File: config.mk
export PLATFORM = sky130hd
export DESIGN_NAME = axis_sync_fifo
export DESIGN_NICKNAME = d
export VERILOG_FILES = /design/src/rtl/axis_sync_fifo.sv
export SDC_FILE = /design/constraint.sdc
export NUM_CORES = 1
export LEC_CHECK = 0
export CAP_MARGIN = 20
export CORE_ASPECT_RATIO = 1.4
export CORE_MARGIN = 2
export CORE_UTILIZATION = 60
export CTS_CLUSTER_SIZE = 24
export DETAILED_ROUTE_END_ITERATION = 12
export GPL_TIMING_DRIVEN = 0
export PLACE_DENSITY = 0.85
export SYNTH_ARGS = -nofsm -noshare
export SYNTH_HDL_FRONTEND = slang
export SYNTH_SLANG_ARGS = --single-unit
File: constraint.sdc
create_clock -name aclk -period 3.68 [get_ports aclk]
set_clock_uncertainty 0.05 [all_clocks]
set_input_delay 0.552 -clock aclk [delete_from_list [all_inputs] [get_ports aclk]]
set_output_delay 0.552 -clock aclk [all_outputs]
set_load 0.01 [all_outputs]
File: src/rtl/axis_sync_fifo.sv
`default_nettype none
// ============================================================================
// Module  : axis_sync_fifo
// Brief   : Single-clock AXI-Stream FIFO with registered ready/valid/count.
//           Define AXIS_FIFO_PROTOCOL_CHECK_EN to compile protocol assertions.
// Revision: 1.0 - initial release
// ============================================================================
module axis_sync_fifo #(
  parameter int TDATA_BYTES = 1,
  parameter int DEPTH       = 16
) (
  input  logic                        aclk,
  input  logic                        aresetn,
  input  logic [TDATA_BYTES*8-1:0]    s_axis_tdata,
  input  logic                        s_axis_tvalid,
  output logic                        s_axis_tready,
  output logic [TDATA_BYTES*8-1:0]    m_axis_tdata,
  output logic                        m_axis_tvalid,
  input  logic                        m_axis_tready,
  output logic [$clog2(DEPTH):0]      count
);

  localparam int DW = TDATA_BYTES * 8;
  localparam int AW = $clog2(DEPTH);
  localparam int CW = AW + 1;

  generate
    if (DEPTH < 2 || (DEPTH & (DEPTH - 1)) != 0) begin : g_bad_depth
      $error("axis_sync_fifo: DEPTH must be a power of two and >= 2");
    end
  endgenerate

  logic [DW-1:0] mem [DEPTH];
  logic [AW-1:0] wr_ptr;
  logic [AW-1:0] rd_ptr;
  logic [CW-1:0] count_next;
  logic          push;
  logic          pop;

  assign push = s_axis_tvalid & s_axis_tready;
  assign pop  = m_axis_tvalid & m_axis_tready;

  always_comb begin
    count_next = count + CW'(push) - CW'(pop);
  end

  // Flags are computed from the next count so a word is never held back a cycle.
  always_ff @(posedge aclk) begin
    if (!aresetn) begin
      wr_ptr        <= '0;
      rd_ptr        <= '0;
      count         <= '0;
      m_axis_tvalid <= 1'b0;
      s_axis_tready <= 1'b0;
    end else begin
      if (push) wr_ptr <= wr_ptr + AW'(1);
      if (pop)  rd_ptr <= rd_ptr + AW'(1);
      count         <= count_next;
      m_axis_tvalid <= (count_next != '0);
      s_axis_tready <= (count_next != CW'(DEPTH));
    end
  end

  always_ff @(posedge aclk) begin
    if (aresetn && push) mem[wr_ptr] <= s_axis_tdata;
  end

  assign m_axis_tdata = mem[rd_ptr];

`ifdef AXIS_FIFO_PROTOCOL_CHECK_EN
  a_s_axis_hold: assert property (@(posedge aclk) disable iff (!aresetn)
    (s_axis_tvalid && !s_axis_tready) |=> (s_axis_tvalid && $stable(s_axis_tdata)))
    else $error("a_s_axis_hold");

  a_m_axis_hold: assert property (@(posedge aclk) disable iff (!aresetn)
    (m_axis_tvalid && !m_axis_tready) |=> (m_axis_tvalid && $stable(m_axis_tdata)))
    else $error("a_m_axis_hold");

  a_count_range: assert property (@(posedge aclk) disable iff (!aresetn)
    count <= CW'(DEPTH))
    else $error("a_count_range");

  a_no_push_full: assert property (@(posedge aclk) disable iff (!aresetn)
    (count == CW'(DEPTH)) |-> !push)
    else $error("a_no_push_full");

  a_no_pop_empty: assert property (@(posedge aclk) disable iff (!aresetn)
    (count == '0) |-> !pop)
    else $error("a_no_pop_empty");
`else
`endif

endmodule
`default_nettype wire

==> flow_summary.toml <==
[global_route]
grt_first_pass_wirelength_mm = 16.9
grt_util_met2_pct = 37.7
met3_usage_pct = 6.96
track_usage_pct = 23.3
grt_util_met1_pct = 29.2
grt_pass1_vias = 3009
grt-busiest-layer = "met2"
grt_overflow = 0
antenna_found_initial = 0
grt_max_degree = 17

[sta]
setup_viol = 0
period_share_pct = 86.4
max_freq_mhz = 314
hold_viol_final = 0
worstMarginPinSlew_ns = 0.829
fin_ws_ns = 0.500
min_period_ns = 3.18
max_slew_margin_pct = 44.5
final.setup.tns_ns = 0
rsz0062_at_grt = "false"
slew_violations = 0

[cts]
cts_root_buf = "clkbuf_16"
cts_max_path_buffers = 2
post_cts_resized = 0
numCtsBuffers = 17
ctsHoldBuffers = 0
post_cts_buffers = 0
cts_tree = "yes"
clk_latency_ns = 0.42
path_clk_slew_ns = 0.06
htree_levels = 4
cts.sinks = 147

[synth]
synth_top_area_share_pct = 66.1
syn_inst = 313
avgSynthCellArea_um2 = 18.6
synth-seq-cells = 147
yosysTopAreaCell = "edfxtp_1"
ys_types = 32
async_reset_ff_share_pct = 0
synthTopCellsByCount = "128 x edfxtp_1, 28 x nor2_1, 20 x nand2_1, 19 x dfxtp_1, 18 x mux4_2"
synth_area_leaders = "edfxtp_1 66%, mux4_2 7.0%, dfxtp_1 6.5%, mux4_1 6.3%, a22oi_1 2.1%"
seq_area_frac_synth_pct = 72.6
synth.cell_area_mm2 = 0.00582
syn_nets = 335
synth_ff_type = "edfxtp_1"
yosysWarnings = 0
synth_edf_count = 128
yosys.cell_count.top_type = "edfxtp_1"

[setup_path]
cp.arrival_ns = 2.58
start_kind = "register"
r2r_slack_ns = 1.24
r2r_cells = 11
worstSetupEndpoint = "m_axis_tdata[2]"
crit_type = "reg2out"
crit_path_end_kind = "output port"
r2r-end = "m_axis_tvalid"
crit_path_max_fanout = 10
rr_startpoint = "s_axis_tready"
cp.required_ns = 3.08

[power_and_ir_drop]
power.leakage_nw = 2.28
p_int_mw = 3.26
powerDensity_mw_per_mm2 = 639
power_frac_comb_pct = 18.6
power_switching_mw = 1.07
switching_share_pct = 24.8
pwr-share-clk_pct = 36.9
p_total_mw = 4.33
seq_power_share_pct = 44.5
ir_worst_vdd_v = 0.000491

[run_status]
outcome = "completed"

[route]
dr.pass1.iters = 5
via_count = 2987
drt_wl_total_mm = 10.9
via_per_inst = 6.21
drc = 0
wire_per_inst_um = 22.8
ant_nets = 0
first_iter_violations = 280

[floorplanning]
die_y_um = 121
chipWidth_um = 87.2
core-area_mm2 = 0.00946
num_rows = 42
ios = 27
die_area_mm2 = 0.0105
start_util_pct = 61.5

[flow_run]
cap_violations = 0

[cells_and_area]
final_nets = 380
syn_to_final_growth_pct = 16.5
antenna_cells = 0
drive_above_1_share_pct = 15.9
fillers = 549
final_core_util_pct = 71.7

[hold_path]
hp-start = "rd_ptr[1]"
hp-class = "reg2reg"

[placement]
dp_hpwl_mm = 7.18
routabilityCongestion = 0.832
numPortBuffers = 26
dp_slack_ns = 0.497
[critical path: stages (launching register included)]
cell and delay [ns]:
dfxtp_1 0.33, buf_6 0.13, buf_6 0.18, mux4_1 0.63, a22oi_1 0.32, nand2_1 0.09
clkdlybuf4s50_1 0.48
[power groups by stage]
| stage | sequential (mW) | clock (mW) | combinational, mW |
|---|---|---|---|
| after global placement | 1.96 | 0 | 0.790 |
| after global routing | 1.93 | 1.69 | 0.882 |
| after detailed placement | 1.96 | 0 | 0.813 |
| final | 1.93 | 1.60 | 0.805 |
| after CTS | 1.93 | 1.61 | 0.818 |
| after floorplan | 1.97 | 0 | 0.522 |
[layout by cell type (no fill, tap or decap), drive strengths merged, types with 2 or more instances in the layout]
cell type and n:
and2 5, ha 9, buf 7, xor2 6, nand3 5, clkinv 8, xnor2 3, a22oi 16
clkbuf 25, inv 9, a21oi 7, edfxtp 128, dfxtp 19, nor2 28, or3 2, nand2 20
mux4 32, nand3b 2, clkdlybuf4s25 3, clkdlybuf4s50 26
[registers in the layout, indices dropped and copies added, names as in the netlist, named ones only]
| name | count |
|---|---|
| mem | 128 |
| count | 5 |
| rd_ptr | 4 |
| wr_ptr | 4 |
| m_axis_tvalid | 1 |
| s_axis_tready | 1 |
[kinds of logic (layout without fill, tap and decap cells)]
family | after synthesis | in the layout | share of synthesized area (%)
flops | 147 | 147 | 72.6
xor+xnor | 9 | 9 | 1.35
mux | 32 | 32 | 13.3
compound gates | 27 | 27 | 3.14
buf+inv | 20 | 78 | 2.13
fa+ha+maj | 10 | 10 | 2.28
simple gates | 68 | 68 | 5.22
[routing by layer]
layer	wire length (um)	vias up
li1	-	1332
met1	4250	1520
met2	5740	111
met3	636	24
met4	320	0
met5	0	-
[per-stage QoR]
stage	cell area, um2	hold slack, ns	cells
3_5_place_dp	6220	0.449	449
4_1_cts	6780	0.458	481
2_1_floorplan	5820	0.426	313
5_1_grt	6780	0.493	481
3_3_place_gp	6220	0.439	449
6_report	6780	0.456	481
[worst min-delay path by stage]
stage                           end  slack [ns]  cells after the start
final                     rd_ptr[1]        0.46                      2
after global placement    rd_ptr[1]        0.44                      2
after floorplan            register        0.43                      2
after detailed placement  rd_ptr[1]        0.45                      2
after global routing       register        0.49                      2
after CTS                 rd_ptr[1]        0.46                      2
[layout make-up]
class,count,area (um2),area share [%]
sequential,147,4220,62.3
multi-input combinational,146,1470,21.7
clock buffer,23,510,7.53
timing repair buffer,26,260,3.84
tap,110,138,2.03
buffer,12,93.8,1.38
clock inverter,9,50.0,0.738
inverter,8,30.0,0.443
(Power assumes the default switching activity.)
